$ cat src/rtl/alu_op_sequencer.sv
// Sequences requests from decode onto a combinational alu_8 instance, owns the
// architectural {N,Z,V,C} flag register and returns results on a response stream.
// Optional build macro: ALU_SEQ_WIDE_EN enables two-pass (2*WIDTH) ADD..NOT.
module alu_op_sequencer #(
    parameter int unsigned WIDTH = 8
) (
    input  logic               clk,
    input  logic               rst,
    input  logic               req_valid,
    output logic               req_ready,
    input  logic [2:0]         req_op,
    input  logic [2*WIDTH-1:0] req_a,
    input  logic [2*WIDTH-1:0] req_b,
    input  logic               req_use_carry,
    input  logic               req_set_flags,
    input  logic               req_wide,
    output logic               rsp_valid,
    input  logic               rsp_ready,
    output logic [2*WIDTH-1:0] rsp_y,
    output logic [3:0]         rsp_flags,
    output logic [3:0]         flags,
    input  logic               flag_we,
    input  logic [3:0]         flag_wdata,
    output logic               busy,
    output logic [WIDTH-1:0]   alu_A,
    output logic [WIDTH-1:0]   alu_B,
    output logic [2:0]         alu_OP,
    output logic               alu_C_in,
    output logic               alu_EN,
    output logic               alu_update_flags,
    input  logic [WIDTH-1:0]   alu_Y,
    input  logic               alu_C_out,
    input  logic               alu_Z,
    input  logic               alu_N,
    input  logic               alu_V
);

`ifdef ALU_SEQ_WIDE_EN
    localparam int unsigned OPW = 2 * WIDTH;
`else
    localparam int unsigned OPW = WIDTH;
`endif

    localparam logic [2:0] OP_ADD = 3'b000;
    localparam logic [2:0] OP_SUB = 3'b001;
    localparam logic [2:0] OP_NOT = 3'b101;

    typedef enum logic [1:0] {
        S_IDLE    = 2'd0,
        S_EXEC_LO = 2'd1,
        S_EXEC_HI = 2'd2,
        S_RESP    = 2'd3
    } state_t;

    state_t           state;
    state_t           state_nxt;

    logic [2:0]       op_q;
    logic [OPW-1:0]   a_q;
    logic [OPW-1:0]   b_q;
    logic             use_carry_q;
    logic             set_flags_q;

    logic             last_exec_c;
    logic             z_lo_c;
    logic [3:0]       op_flags_c;

`ifdef ALU_SEQ_WIDE_EN
    logic             wide_q;
    logic             c_lo_q;
    logic             z_lo_q;
`else
    logic             unused_wide_inputs;
    assign unused_wide_inputs = ^{req_wide, req_a[2*WIDTH-1:WIDTH], req_b[2*WIDTH-1:WIDTH]};
`endif

    assign req_ready = (state == S_IDLE) && !rst;
    assign rsp_valid = (state == S_RESP);
    assign busy      = (state != S_IDLE);

    // Wide ops AND the zero flags of both passes; narrow ops use the single pass.
`ifdef ALU_SEQ_WIDE_EN
    assign z_lo_c = (state == S_EXEC_HI) ? z_lo_q : 1'b1;
`else
    assign z_lo_c = 1'b1;
`endif
    assign op_flags_c = {alu_N, alu_Z & z_lo_c, alu_V, alu_C_out};

    // Next-state decode and ALU port drive; ALU idles at all-zero outside EXEC states.
    always_comb begin
        state_nxt        = state;
        alu_A            = '0;
        alu_B            = '0;
        alu_OP           = 3'b000;
        alu_C_in         = 1'b0;
        alu_EN           = 1'b0;
        alu_update_flags = 1'b0;
        last_exec_c      = 1'b0;
        case (state)
            S_IDLE: begin
                if (req_valid) begin
                    state_nxt = S_EXEC_LO;
                end
            end
            S_EXEC_LO: begin
                alu_EN           = 1'b1;
                alu_update_flags = 1'b1;
                alu_A            = a_q[WIDTH-1:0];
                alu_B            = b_q[WIDTH-1:0];
                alu_OP           = op_q;
                alu_C_in         = use_carry_q ? flags[0] : (op_q == OP_SUB);
`ifdef ALU_SEQ_WIDE_EN
                if (wide_q) begin
                    state_nxt = S_EXEC_HI;
                end else begin
                    state_nxt   = S_RESP;
                    last_exec_c = 1'b1;
                end
`else
                state_nxt   = S_RESP;
                last_exec_c = 1'b1;
`endif
            end
`ifdef ALU_SEQ_WIDE_EN
            S_EXEC_HI: begin
                alu_EN           = 1'b1;
                alu_update_flags = 1'b1;
                alu_A            = a_q[OPW-1:WIDTH];
                alu_B            = b_q[OPW-1:WIDTH];
                alu_OP           = op_q;
                alu_C_in         = ((op_q == OP_ADD) || (op_q == OP_SUB)) ? c_lo_q : 1'b0;
                state_nxt        = S_RESP;
                last_exec_c      = 1'b1;
            end
`endif
            S_RESP: begin
                if (rsp_ready) begin
                    state_nxt = S_IDLE;
                end
            end
            default: state_nxt = S_IDLE;
        endcase
    end

    // State, request latch, result capture and flag register.
    always_ff @(posedge clk) begin
        if (rst) begin
            state     <= S_IDLE;
            flags     <= '0;
            rsp_y     <= '0;
            rsp_flags <= '0;
        end else begin
            state <= state_nxt;

            if ((state == S_IDLE) && req_valid) begin
                op_q        <= req_op;
                a_q         <= req_a[OPW-1:0];
                b_q         <= req_b[OPW-1:0];
                use_carry_q <= req_use_carry;
                set_flags_q <= req_set_flags;
`ifdef ALU_SEQ_WIDE_EN
                wide_q      <= req_wide && (req_op <= OP_NOT);
`endif
            end

            if (state == S_EXEC_LO) begin
                rsp_y <= {{WIDTH{1'b0}}, alu_Y};
`ifdef ALU_SEQ_WIDE_EN
                c_lo_q <= alu_C_out;
                z_lo_q <= alu_Z;
`endif
            end
`ifdef ALU_SEQ_WIDE_EN
            if (state == S_EXEC_HI) begin
                rsp_y[2*WIDTH-1:WIDTH] <= alu_Y;
            end
`endif

            if (last_exec_c) begin
                rsp_flags <= op_flags_c;
            end

            // An op commit takes priority over a coincident software write.
            if (last_exec_c && set_flags_q) begin
                flags <= op_flags_c;
            end else if (flag_we) begin
                flags <= flag_wdata;
            end
        end
    end

endmodule

$ cat config.mk
export PLATFORM = sky130hd
export DESIGN_NAME = alu_op_sequencer
export DESIGN_NICKNAME = d
export VERILOG_FILES = /design/src/rtl/alu_op_sequencer.sv
export SDC_FILE = /design/constraint.sdc
export NUM_CORES = 1
export LEC_CHECK = 0
export CAP_MARGIN = 40
export CORE_MARGIN = 5
export CORE_UTILIZATION = 35
export CTS_BUF_LIST = sky130_fd_sc_hd__clkbuf_16
export DETAILED_ROUTE_END_ITERATION = 10
export PLACE_DENSITY = 0.8
export SLEW_MARGIN = 5
export SYNTH_ARGS = -nofsm -noshare
export SYNTH_HDL_FRONTEND = slang
export SYNTH_SLANG_ARGS = --single-unit
$ cat constraint.sdc
create_clock -name clk -period 2.45 [get_ports clk]
set_input_delay 0.49 -clock clk [delete_from_list [all_inputs] [get_ports clk]]
set_output_delay 0.49 -clock clk [all_outputs]
set_load 0.1 [all_outputs]
# After elaboration in Yosys (flattened, before gate mapping)
# Cells that the tools add are included.
[totals]
inputBits = 59
ff_bits = 39
out_inout_bits = 49
[op_classes]
bitwise_logic = 1
n_eq_ne = 5
muxes = 11
reduce_logical = 9
[op_table]
columns = ["operator", "n"]
rows = [
  ["8-bit two-way mux", 2],
  ["4-bit two-way mux", 2],
  ["2-bit one-hot mux with 3 select lines", 1],
  ["2-bit two-way mux", 2],
  ["2-bit AND reduction", 2],
  ["2-bit nonzero test", 2],
  ["3-bit by 1-bit equality test with 1-bit output (second input constant)", 1],
  ["1-bit logical AND", 3],
  ["1-bit two-way mux", 3],
  ["3-bit two-way mux", 1],
  ["2-bit by 1-bit equality test with 1-bit output (second input constant)", 1],
  ["2-bit equality test (second input constant)", 1],
  ["2-bit zero test", 1],
  ["2-bit by 1-bit != test with 1-bit output (second input constant)", 1],
  ["2-bit != test (second input constant)", 1],
  ["1-bit zero test", 1],
  ["1-bit inverter", 1],
]

# Longest topological paths before layout
[depth]
depth_word = 4
mapped_depth = 5
depth_no_buf = 4

# Least setup slack after synthesis
# OpenSTA, ideal clock, no wires.
[synth_path]
path_kind = "register to output"
from = "reg flags[0]"
to = "out alu_C_in"
path_buffers = 0
setup_slack_ps = -409
path_stages_with_launch = 3
t_required_ps = 1960
t_arrival_ps = 2369
path_cell_list = "dfxtp_1 > a21oi_1 > nor2_1"
[synth_between]
elab_chain_cells = 2
[synth_rtl]
columns = ["element", "line_no", "source"]
rows = [
  ["start: declaration", "21", "output logic [3:0] flags,"],
  ["start signal: assignment", "185", "flags <= op_flags_c;"],
  ["start signal: assignment", "187", "flags <= flag_wdata;"],
  ["1-bit two-way mux", "111", "alu_C_in = use_carry_q ? flags[0] : (op_q == OP_SUB);"],
  ["1-bit two-way mux", "99", "case (state)"],
  ["end: declaration", "28", "output logic alu_C_in,"],
]
# Every way passes these cells.

# Final worst setup path
[layout_path]
from = "reg state[0]"
to = "out alu_A[5]"
[layout_between]
elab_chain_cells = 2
[layout_rtl]
columns = ["element", "line_no", "source"]
rows = [
  ["start: declaration", "55", "state_t state;"],
  ["start signal: assignment", "153", "state <= state_nxt;"],
  ["2-bit by 1-bit equality test with 1-bit output", "99", ""],
  ["8-bit two-way mux", "99", ""],
  ["end: declaration", "25", "output logic [WIDTH-1:0] alu_A,"],
]
# Every way passes these cells.

==> impl_metrics.yaml <==
clock_tree:
  cts_tree: "built"
  ctsResizeCount: 0
  cts_root_buf: "clkbuf_16"
  post_cts_buffers: 0
  clock_sinks: 39
  numCtsBuffers: 5
  clockBufferDepth: 2
  clkSlewWorstSetupHoldPaths_ns: 0.05
  clk-insertion-delay-late_ns: 0.27
  cts_hold_buffers: 0
  htreeDepth: 2
power:
  leakagePower_nw: 1.08
  pwr_density_cell_nw_per_um2: 818
  irDropWorstVdd_mv: 0.376
logic_synthesis:
  synth_area_leader_cell: "edfxtp_1"
  synth_most_common_cell: "nand2_1"
  avgSynthCellArea_um2: 11.4
  ys_ff_latch: 39
  synth.area.top_cells: "edfxtp_1, dfxtp_1, and2_1"
  yosysWarningCount: 0
  syn_area_um2: 1560
  syn_inst: 137
  synthArstFlopShare: 0
  synth_cell_type_count: 22
  synthTopCellsByCount: "nand2_1, edfxtp_1, and2_1"
  yosysSeqAreaShare: 0.635
  synth_edf_count: 21
  synth_top_area_frac: 0.404
  synth_ff_type: "edfxtp_1"
worst_setup_path:
  worst_r2r_path_depth: 3
  cp_slowest_cell: "dfxtp_1"
  worstSetupStartpointType: "flop"
  path_max_fanout: 33
  path_buf_inv: 2
  r2r_start: "state[0]"
  cp_top_family: "buffers and inverters"
  crit_required_ns: 1.96
  crit_start: "state[0]"
  reg2reg_to: "b_q[6]"
  worst_path_largest_cell_delay_ns: 0.44
  critPathArrivalTime_ns: 1.61
  path_class: "reg2out"
  crit_chain: "nand2b_4, inv_4, and2_1, buf_12"
  end_kind: "output pin"
  regToRegSetupSlack_ns: 1.05
grt:
  grt_pass1_vias: 1157
  grt_util_all_layers: 0.124
  grt_max_degree: 34
  antenna_found_initial: 0
  grt_pass1_wl_um: 5810
  overflow: 0
sta:
  fin_skew_ns: 0.00226
  finalCritPeriodShare: 0.859
  finalSetupViolations: 0
  fmax_mhz: 475
  fin_tns_setup_ns: 0
  period_needed_ns: 2.10
  maxSlewViolCount: 0
  rsz0062_at_grt: "no"
  hold_viol_final: 0
final_layout:
  area_growth_syn_to_layout_pct: 75.0
  drive_above_1_share: 0.264
  multi_input_area_um2: 479
  layout.nets: 278
  seqCellArea_um2: 991
  nFillCells: 350
  antenna_cells: 0
  instances_no_fill: 272
detailed_routing:
  routedWlPerCell_um: 13.3
  viasPerCell: 4.44
  dr.pass1.iters: 2
  antenna_left: 0
  wl_um: 3630
  first_iter_violations: 36
  detail_route.drc_violations: 0
  vias: 1207
hold_path:
  min_to: "rsp_flags[2]"
  min_path_cells: 2
  hold_class: "reg2reg"
  hp-start: "rsp_flags[2]"
placement:
  placedCellCount: 264
  routabilityCongestion: 0.704
  numPortBuffers: 82
  post-dp-hpwl_um: 2830
floorplanning:
  initial_core_util: 0.358
  rows: 24
  die-area_um2: 5890
  die_w_um: 76.8
  ios: 108
  design.core.area_um2: 4350
  die_y_um: 76.8
status:
  status: "finished clean"
run:
  maxCapViolCount: 0
-- placed cells by master (no fill, tap or decap), types with 3 or more instances in the layout --
| cell type | count |
|---|---|
| nor2_1 | 4 |
| conb_1 | 8 |
| clkbuf_16 | 5 |
| and2_1 | 20 |
| buf_4 | 20 |
| dfxtp_1 | 18 |
| nor2_2 | 3 |
| a211oi_1 | 5 |
| mux2i_1 | 4 |
| edfxtp_1 | 21 |
| a21oi_1 | 12 |
| clkdlybuf4s50_1 | 41 |
| nand2_1 | 24 |
| buf_12 | 23 |
-- worst min-delay path, stage by stage (launching register included) --
cell	delay, ns
dfxtp_1	0.31
nand2_1	0.05
a21oi_1	0.05
-- through the flow --
step           hold WS (ns)  cell area [um^2]  setup WS (ns)  total power [W]   util
3_5_place_dp          0.447              2570          0.588          0.00155  0.589
5_1_grt               0.482              2730          0.243          0.00231  0.627
3_3_place_gp          0.443              2570          0.602          0.00154  0.589
2_1_floorplan         0.466              1590         0.0197          0.00131      -
4_1_cts               0.454              2730          0.318          0.00225  0.627
6_report              0.453              2730          0.346          0.00223  0.627
-- final cells by class --
class | count | area share
timing repair buffer | 84 | 0.374
sequential | 39 | 0.363
multi-input combinational | 87 | 0.176
clock buffer | 5 | 0.0458
tap | 52 | 0.0238
clock inverter | 3 | 0.0142
inverter | 2 | 0.00367
-- flip-flops by register name, indices dropped and copies added, names as in the netlist, 2 cells and up --
| signal | count |
|---|---|
| op_q | 3 |
| rsp_flags | 4 |
| b_q | 8 |
| state | 2 |
| flags | 4 |
| rsp_y | 8 |
| a_q | 8 |
-- kinds of logic after synthesis --
group	share of synthesized area
simple gates	0.184
flops	0.635
compound gates	0.0730
buf+inv	0.0794
mux	0.0257
other cells	0.00240
-- power by group --
part / switching [W] / internal (W)
logic: 0.000545 / 0.000231
clock network: 0.000231 / 0.000474
registers: 0.0000199 / 0.000732
-- per-layer routing --
| metal | up-vias | track usage | part of all wire |
|---|---|---|---|
| li1 | 604 | - | - |
| met1 | 550 | 0.135 | 0.37 |
| met2 | 51 | 0.219 | 0.54 |
| met3 | 2 | 0.0515 | 0.087 |
| met4 | 0 | 0.0315 | 0.0028 |
| met5 | - | 0 | 0 |
-- how the worst max path moves through the flow --
stage,end,slack [ns],depth (start not counted)
detailed placement,a_q[6],0.59,4
CTS,alu_A[5],0.32,4
finish,alu_A[5],0.35,4
floorplan,alu_C_in,0.02,2
global placement,a_q[6],0.60,4
global route,alu_A[1],0.24,4
(Power assumes the default switching activity.)
==> edit 1 (config.mk and constraints unchanged) <==
The option `ALU_SEQ_WIDE_EN` is turned on by a define.
--- a/src/rtl/alu_op_sequencer.sv
+++ b/src/rtl/alu_op_sequencer.sv
@@ -1,6 +1,8 @@
 // Sequences requests from decode onto a combinational alu_8 instance, owns the
 // architectural {N,Z,V,C} flag register and returns results on a response stream.
 // Optional build macro: ALU_SEQ_WIDE_EN enables two-pass (2*WIDTH) ADD..NOT.
+`define ALU_SEQ_WIDE_EN
+
 module alu_op_sequencer #(
     parameter int unsigned WIDTH = 8
 ) (
Behaviour: not the same (a bounded check fails within 4 cycles, from zero or initial values and one cycle with rst high).
==> edit 1 against the original RTL <==
  * Area after synthesis grew 68%
  * Global-route usage grew 2.1 points
  * Register-to-register slack lost 0.27 ns
  * Combinational power grew to 4.4 times the old value
  * Clock skew grew 0.0035 ns
  * Design area grew 56%
  * Power grew to 2.6 times the old value
  * Critical path depth grew 1
  * Sequential share of layout area grew 4.2 points
  * Hold slack gained 0.020 ns
  * Worst setup slack lost 0.27 ns
  * Routed wire length grew 81%
  * Critical endpoint is now alu_B[5]
  * Sequential cell count grew 27
  * Die area grew 58%
==> edit 1: results (changes against the original RTL) <==
Synth top area cells - edfxtp_1 (46%), dfxtp_1 (20%), mux2i_1 (7.6%), a22o_1 (5.3%), nand2b_1 (4.3%)
GPL Wtd Cong - 0.7074 (+0.50%)
Worst-skew pair later-pin latency - 0.31 ns (+0.04 ns)
Worst path max stage delay - 0.40 ns (-0.04 ns)
Pre-antenna DRT Iters - 4 (+2)
Compound-gate portion of the synthesized area - 0.09590 (+0.02292)
Mux cell area share after synthesis - 0.07634 (+0.05067)
Leakage power - 1.636 nW (+51%)
Asr flop ratio synth - 0 (unchanged)
Crit Path Max Fanout - 16 (-52%)
Adder-Cell Fraction of Synth Area - 0.02385 (+0.02385)
Global Route Usage Sum - 0.1446 (+0.02106)
H-tree depth - 3 (+1)
YS warnings - 0 (unchanged)
Int Power - 0.003135 W (+120%)
Vias in the first global route - 1983 (+71%)
Hold Path Stages - 2 (unchanged)
IO Port Bufs - 107 (+30%)
Clock Pin Slew Worst Setup and Hold Paths - 0.05 ns (about the same)
Clk_skew - 0.005755 ns (+0.003495 ns)
Worst hold path class - flop to flop
CP Data Arrival Time - 1.88 ns (+0.27 ns)
Post-DP HPWL - 5001 um (+76%)
FF-to-FF path depth - 5 (+2)
First-pass GRT wire length - 10090 um (+74%)
Share of cells above drive strength 1 - 0.3225 (+0.05884)
Net Count, Synth - 257
R2r startpoint - state[0]
Worst slew pin tran - 0.4809 ns
Postcts setup bufs - 0 (unchanged)
Diode count - 0 (unchanged)
Slowest CP cell - dfxtp_1
XOR/XNOR Fraction of Synth Area - 0 (unchanged)
Clock tree buffer depth - 2 (unchanged)
R2R Path End - b_q[13]
Cell family with most CP delay - flip-flops
Dpl ws - 0.1472 ns (-0.4408 ns)
Largest net degree at the start of global routing - 39 (+15%)
Worst VDD drop - 528.2 uV (+40%)
Final nets - 366 (+32%)
Routed len/inst - 16.20 um (+21%)
Synth cell count leaders - edfxtp_1 (40), dfxtp_1 (26), mux2i_1 (20)
Post-synthesis sequential area ratio - 0.6565 (+0.02136)
First DRT Iteration DRCs - 47 (+31%)
Synth cell types - 29 (+32%)
R2r setup slk - 0.78 ns (-0.27 ns)
Hold Crit Start - rsp_y[10]
Worst Hold End - rsp_y[10]
Via density - 4.687 (+5.6%)
Post-synth EDFFs - 40 (+90%)
Initial antenna violation count - 0 (unchanged)
Cts bufs inserted - 9 (+4)
Largest regs - a_q (16), b_q (16), rsp_y (16)
Run status - complete, no violations
Clk root buf - clkbuf_16
## edit 1: kinds of logic after synthesis
| family | Yosys count |
|---|---|
| AO/OA/AOI/OAI | 33 |
| buffers and inverters | 16 |
| adder cells (fa/ha/maj) | 5 |
| flip-flops | 66 |
| AND/OR/NAND/NOR | 53 |
| multiplexers | 20 |
## edit 1: tightest hold or removal path: stages, from the launching register on
cell      delay [ns]
dfxtp_1         0.31
nand2b_1        0.06
a21oi_1         0.05
## edit 1: worst max-delay path by stage
stage                        start  endpoint  slack [ns]  cells after the start
after detailed placement  state[0]  alu_B[5]        0.15                      5
after CTS                 state[0]  alu_C_in        0.03                      7
after floorplan           state[1]    a_q[0]       -0.06                      5
after global routing      state[0]  alu_B[4]       0.004                      5
after global placement    state[0]  alu_B[5]        0.24                      5
final                     state[0]  alu_B[5]        0.08                      5
## edit 1: timing repair
action                     CTS  global route
setup endpoints to repair   16             1
hold buffers                 0             0
pin swaps                    0             0
gates resized for setup      2             3
## edit 1: area by class of cell
type | instances | area, um2
clock buffers | 9 | 225.2
clock inverters | 7 | 31.28
fillers | 623 | 3035
inverters | 3 | 15.01
multi-input cells | 111 | 864.6
flip-flops and latches | 66 | 1723
well taps | 99 | 123.9
repair buffers | 111 | 1274
## edit 1: power groups by stage
stage,Combinational [W],Sequential [W],Clock [W]
6_report,0.00339,0.00144,0.00108
5_1_grt,0.00351,0.00145,0.00117
4_1_cts,0.00340,0.00144,0.00111
3_5_place_dp,0.00339,0.00146,0
3_3_place_gp,0.00336,0.00145,0
2_1_floorplan,0.00193,0.00190,0
## edit 1: stage by stage
step	power, W	hold WS (ns)	instances	util	area [um2]
after floorplan	0.003828	0.5341	193	-	2671
after global placement	0.004812	0.4587	390	0.5465	3985
after detailed placement	0.004855	0.4656	390	0.5465	3985
after CTS	0.005958	0.4749	406	0.5820	4244
after global routing	0.006132	0.4912	406	0.5837	4257
final	0.005905	0.4735	406	0.5837	4257
## edit 1: routing by layer
metal	wire length, um	vias to the layer above	track usage	part of all wire
met5	0	-	0	0
met4	80	0	0.05257	0.012
met3	576	7	0.05577	0.088
met2	3207	74	0.2466	0.49
met1	2714	898	0.1645	0.41
li1	-	924	-	-
==> edit 2 (same settings) <==
Without the edit above. Re-encode `state_t` (4 states) as one-hot, 4 bits wide.
--- a/src/rtl/alu_op_sequencer.sv
+++ b/src/rtl/alu_op_sequencer.sv
@@ -45,11 +45,11 @@
     localparam logic [2:0] OP_SUB = 3'b001;
     localparam logic [2:0] OP_NOT = 3'b101;
 
-    typedef enum logic [1:0] {
-        S_IDLE    = 2'd0,
-        S_EXEC_LO = 2'd1,
-        S_EXEC_HI = 2'd2,
-        S_RESP    = 2'd3
+    typedef enum logic [3:0] {
+        S_IDLE    = 4'b0001,
+        S_EXEC_LO = 4'b0010,
+        S_EXEC_HI = 4'b0100,
+        S_RESP    = 4'b1000
     } state_t;
 
     state_t           state;
Behaviour: same outputs for any inputs over 10 cycles, from zero or initial values and one cycle with rst high; not proved beyond that.
==> edit 2 against the original RTL <==
  * Worst setup slack got worse by 0.16 ns
  * Design area rose by 2.4%
  * Sequential cell count rose by 1
  * Area after synthesis rose by 4.9%
  * Routed wire length rose by 7.7%
  * Hold slack improved by 0.0053 ns
  * Critical endpoint is now alu_OP[2]
  * Highest routed layer unchanged
Power is not compared: it rests on default switching activity, and its combinational part moved more than twofold at a synthesized area within 25%.
==> edit 2: results (changes against the original RTL) <==
IO Port Bufs - 82 (unchanged)
Largest regs - a_q (8), b_q (8), rsp_y (8)
Cell family with most CP delay - simple AND/OR/NAND/NOR gates
Wirelength, routed - 3909 um (+7.7%)
Clk_skew - 0.005592 ns (+0.003332 ns)
Worst-skew pair later-pin latency - 0.28 ns
H-tree depth - 2 (unchanged)
Hold_ws - 0.4588 ns (+0.005291 ns)
Asr flop ratio synth - 0 (unchanged)
Pre-antenna DRT Iters - 4 (+2)
Largest net degree at the start of global routing - 35 (+2.9%)
FILL cells - 357 (+2.0%)
Leakage power - 1.069 nW
Synth cell types - 22 (unchanged)
Post-synth EDFFs - 21 (unchanged)
Area after detailed placement - 2658 um2 (+3.6%)
Final nets - 281 (+1.1%)
FF-to-FF path depth - 3 (unchanged)
Clock tree buffer depth - 2 (unchanged)
Clock Pin Slew Worst Setup and Hold Paths - 0.06 ns
Clk root buf - clkbuf_16
Via count - 1271 (+5.3%)
Post-DP HPWL - 3011 um (+6.3%)
R2r setup slk - 0.71 ns (-0.34 ns)
Cts bufs inserted - 5 (unchanged)
Final Setup Violations - 0 (unchanged)
CTS resizes - 0 (unchanged)
Worst VDD drop - 306.9 uV
Synth cell count leaders - nand2_1 (24), and2_1 (21), edfxtp_1 (21)
Post-synthesis sequential area ratio - 0.6177 (-0.01739)
Global Route Usage Sum - 0.1273 (+0.003747)
Slowest CP cell - or3b_1
Crit Path Max Fanout - 34 (+3.0%)
Synth top area cells - edfxtp_1 (39%), dfxtp_1 (23%), and2_1 (8.0%), nand2_1 (5.5%), a21oi_2 (5.4%)
Ys flop type - edfxtp_1
Worst path max stage delay - 0.44 ns (about the same)
Worst hold path class - flop to flop
Diode count - 0 (unchanged)
Initial antenna violation count - 0 (unchanged)
Hold Path Stages - 2 (unchanged)
First-pass GRT wire length - 6078 um (+4.6%)
YS warnings - 0 (unchanged)
First DRT Iteration DRCs - 59 (+64%)
Postcts setup bufs - 0 (unchanged)
GPL Wtd Cong - 0.6962 (-1.1%)
Run status - complete, no violations
Share of cells above drive strength 1 - 0.3363 (+0.07269)
## edit 2: changes by cell type in the layout (fill, tap and decap cells not counted), moves of 2 or more
| cell | unedited run | this run |
|---|---|---|
| a21oi_1 | 12 | 4 |
| nand4bb_1 | 0 | 2 |
| and2_1 | 20 | 11 |
| and2_2 | 0 | 9 |
| nor2_2 | 3 | 1 |
| a21oi_2 | 1 | 10 |
## edit 2: cell type report
cell class | count | area share
inverter | 2 | 0.004474
clock buffer | 5 | 0.04474
multi-input combinational | 89 | 0.1960
sequential | 40 | 0.3615
tap | 52 | 0.02327
timing repair buffer | 84 | 0.3651
clock inverter | 3 | 0.004922
## edit 2: worst paths after layout
kind                      from            to
setup reg to reg      state[0]        a_q[5]
hold / removal    rsp_flags[1]  rsp_flags[1]
hold reg to reg   rsp_flags[1]  rsp_flags[1]
setup / recovery      state[1]     alu_OP[2]
## edit 2: tightest hold or removal path: stages, from the launching register on
cell and delay (ns):
dfxtp_1 0.31, nand2_1 0.05, a21oi_1 0.05
## edit 2: power breakdown
part | leakage, nW | total, W | switching, W | internal [W]
registers | 0.349 | 0.000747 | 0.0000118 | 0.000735
logic | 0.650 | 0.000340 | 0.000226 | 0.000114
clock network | 0.0710 | 0.000609 | 0.000240 | 0.000369
total | 1.07 | 0.00170 | 0.000477 | 0.00122
## edit 2: cells by family after synthesis
kind of cell,count (synthesis),share of synthesized area
other,1,0.002291
and+or+nand+nor,58,0.1858
AOI/OAI and AO/OA,19,0.08869
buffers and inverters,20,0.08104
DFF,40,0.6177
muxes,4,0.02447
## edit 2: through the flow
stage,utilization,std cells,worst slack [ns],power [W]
2_1_floorplan,-,149,0.01969,0.0009895
3_3_place_gp,0.5980,267,0.5234,0.001097
4_1_cts,0.6292,275,0.1667,0.001722
3_5_place_dp,0.5980,267,0.4841,0.001102
6_report,0.6292,275,0.1890,0.001695
5_1_grt,0.6292,275,0.1123,0.001757
## edit 2: metal layers
| layer | share of wire | global-route usage |
|---|---|---|
| met5 | 0 | 0 |
| met4 | 0.0079 | 0.03671 |
| met3 | 0.091 | 0.04691 |
| met2 | 0.48 | 0.2209 |
| met1 | 0.42 | 0.1475 |
